==> config.mk <==
export PLATFORM = sky130hd
export DESIGN_NAME = vme_regbank_flat
export DESIGN_NICKNAME = d
export VERILOG_FILES = /design/src/rtl/vme_regbank_if.sv /design/src/rtl/vme_regbank.sv /design/src/flat_wrapper.sv
export SDC_FILE = /design/constraint.sdc
export NUM_CORES = 1
export LEC_CHECK = 0
export ABC_AREA = 1
export CAP_MARGIN = 25
export CORE_MARGIN = 2
export CORE_UTILIZATION = 40
export CTS_CLUSTER_SIZE = 28
export DETAILED_ROUTE_END_ITERATION = 7
export GPL_TIMING_DRIVEN = 0
export PLACE_DENSITY = 0.74
export SETUP_SLACK_MARGIN = 0.15
export SYNTH_ARGS = -nofsm -noshare
export SYNTH_HDL_FRONTEND = slang
export SYNTH_SLANG_ARGS = --single-unit
==> constraint.sdc <==
create_clock -name clk -period 2 [get_ports clk]
set_input_delay 0.4 -clock clk [delete_from_list [all_inputs] [get_ports clk]]
set_output_delay 0.4 -clock clk [all_outputs]
set_load 0.005 [all_outputs]
==> src/rtl/vme_regbank_if.sv <==
// vme_regbank_if -- register-bank access bus.
//
// Strobe/ack protocol (one comment for the whole bus): rd_mem and wr_mem are
// single-cycle request strobes with no back-pressure. The bank accepts every
// strobe on the rising edge that samples it. It answers each accepted request
// with exactly one rd_done or wr_done pulse, in issue order. err pulses in the
// same cycle as the ack of any request that had no effect: an unmapped
// address, or a write to a read-only register.
//
// Signals:
//   addr     word address, shared by reads and writes
//   wr_data  32-bit write data; bits above the register width are ignored
//   rd_mem   read strobe
//   wr_mem   write strobe
//   rd_data  32-bit read data, zero-extended from the register width
//   rd_done  read acknowledge pulse
//   wr_done  write acknowledge pulse
//   err      pulse that accompanies the ack of an access with no effect
interface vme_regbank_if #(
  parameter int AW = 2
) ();
  logic [AW-1:0] addr;
  logic [31:0]   wr_data;
  logic          rd_mem;
  logic          wr_mem;
  logic [31:0]   rd_data;
  logic          rd_done;
  logic          wr_done;
  logic          err;

  modport master (
    output addr, wr_data, rd_mem, wr_mem,
    input  rd_data, rd_done, wr_done, err
  );

  modport slave (
    input  addr, wr_data, rd_mem, wr_mem,
    output rd_data, rd_done, wr_done, err
  );
endinterface

==> src/rtl/vme_regbank.sv <==
// vme_regbank -- small parameterised control/status register bank.
//
// Ports:
//   clk         rising-edge clock
//   rst_n       synchronous, active-low reset
//   bus         vme_regbank_if slave: addr, wr_data, rd_mem, wr_mem in;
//               rd_data, rd_done, wr_done, err out
//   regs_o      current values of the RW registers (RO slices read as 0)
//   regs_i      read-back sources for the RO registers
//   wr_pulse_o  one-cycle pulse per register, in the cycle its new value shows
//
// Timing (cycle 0 = the cycle in which a strobe is high):
//   write: the register value, wr_pulse_o, wr_done and err all change together,
//          in cycle 1+PIPE_WR.
//   read:  rd_done, rd_data and err appear in cycle PIPE_RD.
// A read always returns the value left by every earlier write. It never sees a
// write issued in the same cycle. With PIPE_WR=1, a write that is still in the
// input stage is forwarded to the read path so that this order holds.
module vme_regbank #(
  parameter int                      NREGS     = 4,
  parameter int                      DATA_W    = 16,
  parameter int                      AW        = 2,
  parameter logic [NREGS-1:0]        RO_MASK   = '0,
  parameter logic [NREGS*DATA_W-1:0] RESET_VAL = '0,
  parameter int                      PIPE_WR   = 1,
  parameter int                      PIPE_RD   = 1
) (
  input  logic                    clk,
  input  logic                    rst_n,
  vme_regbank_if.slave            bus,
  output logic [NREGS*DATA_W-1:0] regs_o,
  input  logic [NREGS*DATA_W-1:0] regs_i,
  output logic [NREGS-1:0]        wr_pulse_o
);

  // The address decode covers every address value, so no lookup goes out of range.
  localparam int NSLOT = 1 << AW;

  logic [DATA_W-1:0] regs_q [NREGS];

  logic [NSLOT-1:0]  slot_mapped;
  logic [NSLOT-1:0]  slot_wr_ok;
  logic [DATA_W-1:0] rd_view [NSLOT];

  // Write stage outputs (registered or direct, depending on PIPE_WR).
  logic              wr_v_s;
  logic [AW-1:0]     wr_a_s;
  logic [DATA_W-1:0] wr_d_s;

  logic wr_done_q;
  logic wr_err_q;
  logic rd_err;

  // The upper write-data bits and the regs_i slices of RW registers are
  // deliberately ignored.
  logic unused_bits;
  assign unused_bits = ^{bus.wr_data, regs_i};

  // ---------------------------------------------------------------------------
  // Write input stage
  // ---------------------------------------------------------------------------
  if (PIPE_WR != 0) begin : g_wr_pipe
    always_ff @(posedge clk) begin
      if (!rst_n) begin
        wr_v_s <= 1'b0;
        wr_a_s <= '0;
        wr_d_s <= '0;
      end else begin
        wr_v_s <= bus.wr_mem;
        wr_a_s <= bus.addr;
        wr_d_s <= bus.wr_data[DATA_W-1:0];
      end
    end
  end else begin : g_wr_direct
    assign wr_v_s = bus.wr_mem;
    assign wr_a_s = bus.addr;
    assign wr_d_s = bus.wr_data[DATA_W-1:0];
  end

  // ---------------------------------------------------------------------------
  // Per-address decode and read view
  // ---------------------------------------------------------------------------
  for (genvar g = 0; g < NSLOT; g++) begin : g_slot
    if (g < NREGS) begin : g_map
      logic [DATA_W-1:0] rw_val;
      // Forward a write that sits in the input stage. The register only takes
      // this value on the next edge, and a later read must already see it.
      assign rw_val = ((PIPE_WR != 0) && wr_v_s && (wr_a_s == AW'(g)))
                      ? wr_d_s : regs_q[g];
      assign slot_mapped[g] = 1'b1;
      assign slot_wr_ok[g]  = ~RO_MASK[g];
      assign rd_view[g]     = RO_MASK[g] ? regs_i[g*DATA_W +: DATA_W] : rw_val;
    end else begin : g_unmap
      assign slot_mapped[g] = 1'b0;
      assign slot_wr_ok[g]  = 1'b0;
      assign rd_view[g]     = '0;
    end
  end

  for (genvar r = 0; r < NREGS; r++) begin : g_regs_o
    assign regs_o[r*DATA_W +: DATA_W] = RO_MASK[r] ? '0 : regs_q[r];
  end

  // ---------------------------------------------------------------------------
  // Write commit: the register, its pulse and the ack all update on the same edge
  // ---------------------------------------------------------------------------
  always_ff @(posedge clk) begin
    if (!rst_n) begin
      for (int i = 0; i < NREGS; i++) begin
        regs_q[i] <= RESET_VAL[i*DATA_W +: DATA_W];
      end
      wr_pulse_o <= '0;
      wr_done_q  <= 1'b0;
      wr_err_q   <= 1'b0;
    end else begin
      wr_done_q <= wr_v_s;
      wr_err_q  <= wr_v_s & ~slot_wr_ok[wr_a_s];
      for (int i = 0; i < NREGS; i++) begin
        if (wr_v_s && slot_wr_ok[i] && (wr_a_s == AW'(i))) begin
          regs_q[i]     <= wr_d_s;
          wr_pulse_o[i] <= 1'b1;
        end else begin
          wr_pulse_o[i] <= 1'b0;
        end
      end
    end
  end

  assign bus.wr_done = wr_done_q;

  // ---------------------------------------------------------------------------
  // Read path
  // ---------------------------------------------------------------------------
  logic [31:0] rd_word;
  assign rd_word = 32'(rd_view[bus.addr]);

  if (PIPE_RD != 0) begin : g_rd_pipe
    logic [31:0] rd_data_q;
    logic        rd_done_q;
    logic        rd_err_q;
    always_ff @(posedge clk) begin
      if (!rst_n) begin
        rd_data_q <= '0;
        rd_done_q <= 1'b0;
        rd_err_q  <= 1'b0;
      end else begin
        rd_data_q <= bus.rd_mem ? rd_word : '0;
        rd_done_q <= bus.rd_mem;
        rd_err_q  <= bus.rd_mem & ~slot_mapped[bus.addr];
      end
    end
    assign bus.rd_data = rd_data_q;
    assign bus.rd_done = rd_done_q;
    assign rd_err      = rd_err_q;
  end else begin : g_rd_direct
    // The combinational path is gated by rst_n, so it stays quiet in reset.
    assign bus.rd_data = (rst_n && bus.rd_mem) ? rd_word : '0;
    assign bus.rd_done = rst_n & bus.rd_mem;
    assign rd_err      = rst_n & bus.rd_mem & ~slot_mapped[bus.addr];
  end

  assign bus.err = rd_err | wr_err_q;

endmodule

==> src/flat_wrapper.sv <==
// flat-port wrapper written by rule: the top's interface ports become plain ports
module vme_regbank_flat 
#(
  parameter int                      NREGS     = 4,
  parameter int                      DATA_W    = 16,
  parameter int                      AW        = 2,
  parameter logic [NREGS-1:0]        RO_MASK   = '0,
  parameter logic [NREGS*DATA_W-1:0] RESET_VAL = '0,
  parameter int                      PIPE_WR   = 1,
  parameter int                      PIPE_RD   = 1
)
  (clk, rst_n, regs_o, regs_i, wr_pulse_o, bus_addr, bus_wr_data, bus_rd_mem, bus_wr_mem, bus_rd_data, bus_rd_done, bus_wr_done, bus_err);
  vme_regbank_if #(.AW(AW)) bus_i ();
  input  logic clk;
  input  logic rst_n;
  output logic [NREGS*DATA_W-1:0] regs_o;
  input  logic [NREGS*DATA_W-1:0] regs_i;
  output logic [NREGS-1:0] wr_pulse_o;
  input wire logic [$bits(bus_i.addr)-1:0] bus_addr;
  input wire logic [$bits(bus_i.wr_data)-1:0] bus_wr_data;
  input wire logic [$bits(bus_i.rd_mem)-1:0] bus_rd_mem;
  input wire logic [$bits(bus_i.wr_mem)-1:0] bus_wr_mem;
  output wire logic [$bits(bus_i.rd_data)-1:0] bus_rd_data;
  output wire logic [$bits(bus_i.rd_done)-1:0] bus_rd_done;
  output wire logic [$bits(bus_i.wr_done)-1:0] bus_wr_done;
  output wire logic [$bits(bus_i.err)-1:0] bus_err;
  assign bus_i.addr = bus_addr;
  assign bus_i.wr_data = bus_wr_data;
  assign bus_i.rd_mem = bus_rd_mem;
  assign bus_i.wr_mem = bus_wr_mem;
  assign bus_rd_data = bus_i.rd_data;
  assign bus_rd_done = bus_i.rd_done;
  assign bus_wr_done = bus_i.wr_done;
  assign bus_err = bus_i.err;
  vme_regbank #(.NREGS(NREGS), .DATA_W(DATA_W), .AW(AW), .RO_MASK(RO_MASK), .RESET_VAL(RESET_VAL), .PIPE_WR(PIPE_WR), .PIPE_RD(PIPE_RD)) u_core (.clk(clk), .rst_n(rst_n), .bus(bus_i), .regs_o(regs_o), .regs_i(regs_i), .wr_pulse_o(wr_pulse_o));
endmodule
Word level (Yosys, flattened, before mapping)
Memories as Yosys holds them, arrays and structs flattened.
Index checks and enable logic that the tools add are counted.
- bits in registers: 59
- RAM bits: 64
- word-level logic and storage cells: 61
- memories kept: 1
- memory list (memory ; depth ; width ; read ports ; clocked after Yosys merged registers in ; write ports ; RTL line ; RTL):
    u_core.regs_q ; 4 ; 16 ; 4 ; 0 ; 4 ; vme_regbank.sv:39 ; logic [DATA_W-1:0] regs_q [NREGS];
- $lt $le $gt $ge: 3
- equal/unequal tests: 3
- muxes and demuxes: 28
- bitwise logic cells: 10
- reduce and logical (&&, ||, !) cells: 6
- operator list (operator ; number):
    16-bit two-way mux ; 10
    16-bit binary-select mux with 2-bit select ; 1
    1-bit two-way mux ; 15
    2-bit by 3-bit less-than comparator with 1-bit output (second input constant) ; 2
    1-bit bitwise OR ; 5
    1-bit binary-select mux with 2-bit select ; 2
    2-bit == test (second input constant) ; 2
    1-bit logical AND ; 4
    3-bit >= comparator (second input constant) ; 1
    2-bit inverter with 3-bit output ; 1
    1-bit bitwise AND ; 2
    2-bit by 1-bit == test with 1-bit output (second input constant) ; 1
    2-bit zero test ; 1
    1-bit inverter ; 2
    2-bit AND reduction ; 1

Depth between registers and ports, before layout
- depth in word-level cells: 6
- mapped depth: 9
- gate-level depth less buffers: 8

Worst setup path before layout
OpenSTA, ideal clock, no wires.
- path kind: register to register
- start: register u_core.wr_a_s[0]
- end: memory u_core.regs_q[0][0] (enable)
- setup time: 0.372 ns
- arrival time: 1.213 ns
- data required time: 1.628 ns
- setup slack: 0.415 ns
- cell stages (with the launch flop): 6
- buffers on the path: 2
- clock period less this slack: 1.585 ns
- path through: dfxtp_1 > buf_6 > nor2_8 > nand2_4 > buf_2 > nand2_1
- RTL lines (item ; RTL line ; RTL):
    from (decl) ; vme_regbank.sv:47 ; logic [AW-1:0] wr_a_s;
    from (signal assigned) ; vme_regbank.sv:70 ; wr_a_s <= bus.addr;
    to (decl) ; vme_regbank.sv:39 ;

==> qor.yml <==
relSlewSlack_pct: 57.4
crit_chain: "buf_2, clkbuf_1, nand2_1"
endpoint_kind: "register"
synth-seq-area-share_pct: 54.8
num_vias: 4372
antenna_cells: 0
htreeDepth: 3
fin_crit_ns: 1.72
postSynth.asyncResetShare_pct: 0
path_clk_slew_ns: 0.07
cts_tree: "yes"
stdcell_count: 875
port_buffers: 104
path_depth: 3
critPathArrivalTime_ns: 1.67
ant_nets: 0
hold_slack_ns: 0.364
grt_usage_pct: 21.1
leakage_nw: 2.82
postSynthCellCount: 571
cts_sinks: 105
drv_slew: 0
fin_nets: 804
worstReg2RegStart: "u_core.wr_v_s"
wl_per_cell_um: 15.9
synth_area_leader_cell: "edfxtp_1"
yosysTopAreaCellShare_pct: 38.4
syn_area_mm2: 0.00500
fp-row-count: 40
max_stage_delay_ns: 0.56
preCtsSetupSlack_ns: -0.101
holdBufCountCts: 0
hold_class: "input port to register"
fin_skew_ns: 0.00933
cap_violations: 0
chipHeight_um: 116
synth.distinct_cells: 26
initial_core_util_pct: 41.3
yosys-top-cells-count: "nand2_1 (122), nand3_1 (88), nor2_1 (80)"
yosysWarnings: 0
status: "finished clean"
numCtsBuffers: 9
place_area_mm2: 0.00631
routed_wl_um: 13900
critical-path-top-delay-family: "buffers and inverters"
drive_above_1_share_pct: 11.9
grt_overflow: 0
peakVddDrop_mv: 0.370
grt_pass1_vias: 4152
drc: 0
gp_congestion: 0.916
synth.area.top_cells: "edfxtp_1 (38%), dfxtp_1 (16%), nand2_1 (9.2%)"
worstPathMaxFanout: 16
synth-edff-count: 64
viasPerCell: 5.00
final_util_pct: 54.6
placed_cells: 859
clk_latency_ns: 0.35
tightestPinTransition_ns: 0.637
powerDensity_mw_per_mm2: 720
first_pass_iters: 5
endpoint: "u_core.regs_q[3][12]"
ff2ff_setup_slack_ns: 0.33
grt_pass1_wl_um: 21400
fmax_ghz: 0.580
fin_crit_sh_pct: 86.2
grt_max_degree: 17
syn_avg_cell_area_um2: 8.76
crit_start: "rst_n"
io_pins: 205
cp_data_required_time_ns: 1.95
final_area_mm2: 0.00661
reg2reg_to: "u_core.regs_q[3][12]"
die_w_um: 116
final-hold-violation-count: 0
clk_path_buf_depth: 2
die_area_mm2: 0.0134
critPathSlowestCell: "nand2_1"
post-cts-setup-buffers: 0
synth_seq_cells: 105
ff2ff_path_depth: 4
startpoint_type: "input port"
syn_to_final_growth_pct: 32.2
yosysMostFrequentCell: "nand2_1"
coreArea_mm2: 0.0121
detailed_place_hpwl_um: 10800
cp_num_buf_inv: 2
root_buffer: "clkbuf_16"
antenna_found_initial: 0
synth_ff_type: "edfxtp_1"
critical_path_class: "input port to register"
drt_iter0_drc: 383
rsz0062_at_grt: "false"
setup_viol: 0
setup_slack_ns: 0.275
[layout make-up]
cell class | instances | area (µm²)
Tap cell | 168 | 210
Fill cell | 1149 | 5500
Timing Repair Buffer | 104 | 1040
Clock buffer | 13 | 272
Multi-Input combinational cell | 375 | 1750
Sequential cell | 105 | 2740
Buffer | 56 | 377
Inverter | 51 | 196
Clock inverter | 3 | 21.3
[worst min-delay path by stage]
stage	from	to	slack [ns]	depth (start not counted)
after floorplan	bus_wr_data[0]	u_core.wr_d_s[0]	0.50	2
after global placement	u_core.wr_d_s[13]	u_core.regs_q[3][13]	0.64	2
after detailed placement	u_core.wr_d_s[7]	u_core.regs_q[0][7]	0.66	2
after CTS	rst_n	u_core.wr_d_s[2]	0.36	3
after global routing	rst_n	u_core.wr_d_s[2]	0.38	3
final	rst_n	u_core.wr_d_s[2]	0.36	3
[timing repair]
action,in CTS,in global routing
setup endpoints to repair,16,32
pin swaps,0,0
gates resized for setup,1,2
[flip-flops by register name (all words and copies together), names as in the netlist]
name / count
u_core.bus.wr_done: 1
u_core.wr_d_s: 16
u_core.wr_pulse_o: 4
u_core.bus.rd_done: 1
u_core.regs_q: 64
u_core.wr_v_s: 1
u_core.bus.rd_data: 16
u_core.wr_a_s: 2
[routing by layer]
| layer | global-route usage, % | part of all wire, % | vias up |
|---|---|---|---|
| li1 | - | - | 2127 |
| met1 | 28.9 | 43 | 2022 |
| met2 | 34.2 | 47 | 203 |
| met3 | 2.77 | 7.6 | 20 |
| met4 | 7.94 | 2.0 | 0 |
| met5 | 0 | 0 | - |
[power by group]
part | total (mW) | internal [mW] | leakage, nW | switching, mW
clock network | 1.72 | 0.956 | 0.138 | 0.765
registers | 2.44 | 2.38 | 1.03 | 0.0648
logic | 0.599 | 0.266 | 1.65 | 0.333
total | 4.76 | 3.60 | 2.82 | 1.16
[logic make-up (layout without fill, tap and decap cells)]
group                  after synthesis  after routing  synth area share [%]
AO/OA/AOI/OAI                       12             12                  1.20
buffers and inverters              107            227                  11.5
flip-flops                         105            105                  54.8
other                                1             17                0.0750
AND/OR/NAND/NOR                    346            346                  32.4
[metrics by stage]
stage / setup TNS (ns) / power (mW)
after floorplan: 0 / 2.80
after global routing: 0 / 4.92
final: 0 / 4.76
after global placement: -1.87 / 3.07
after CTS: 0 / 4.77
after detailed placement: -3.69 / 3.08
[layout by cell type (no fill, tap or decap), drive strengths merged]
cell           Yosys  final
nand4             40     40
a21oi             10     10
conb               1     17
clkbuf             7     20
nand2            123    123
o21ai              2      2
edfxtp            64     64
clkdlybuf4s50      0    104
nor2              83     83
buf               49     49
clkinv             2      2
inv               49     50
clkinvlp           0      2
nand3             99     99
dfxtp             41     41
nor3               1      1
[worst reg2reg max path, stage by stage (launching register included)]
cell and delay, ns:
dfxtp_1 0.34, buf_6 0.16, nand3_1 0.11, buf_2 0.20, nand2_1 0.50
(Power assumes the default switching activity.)
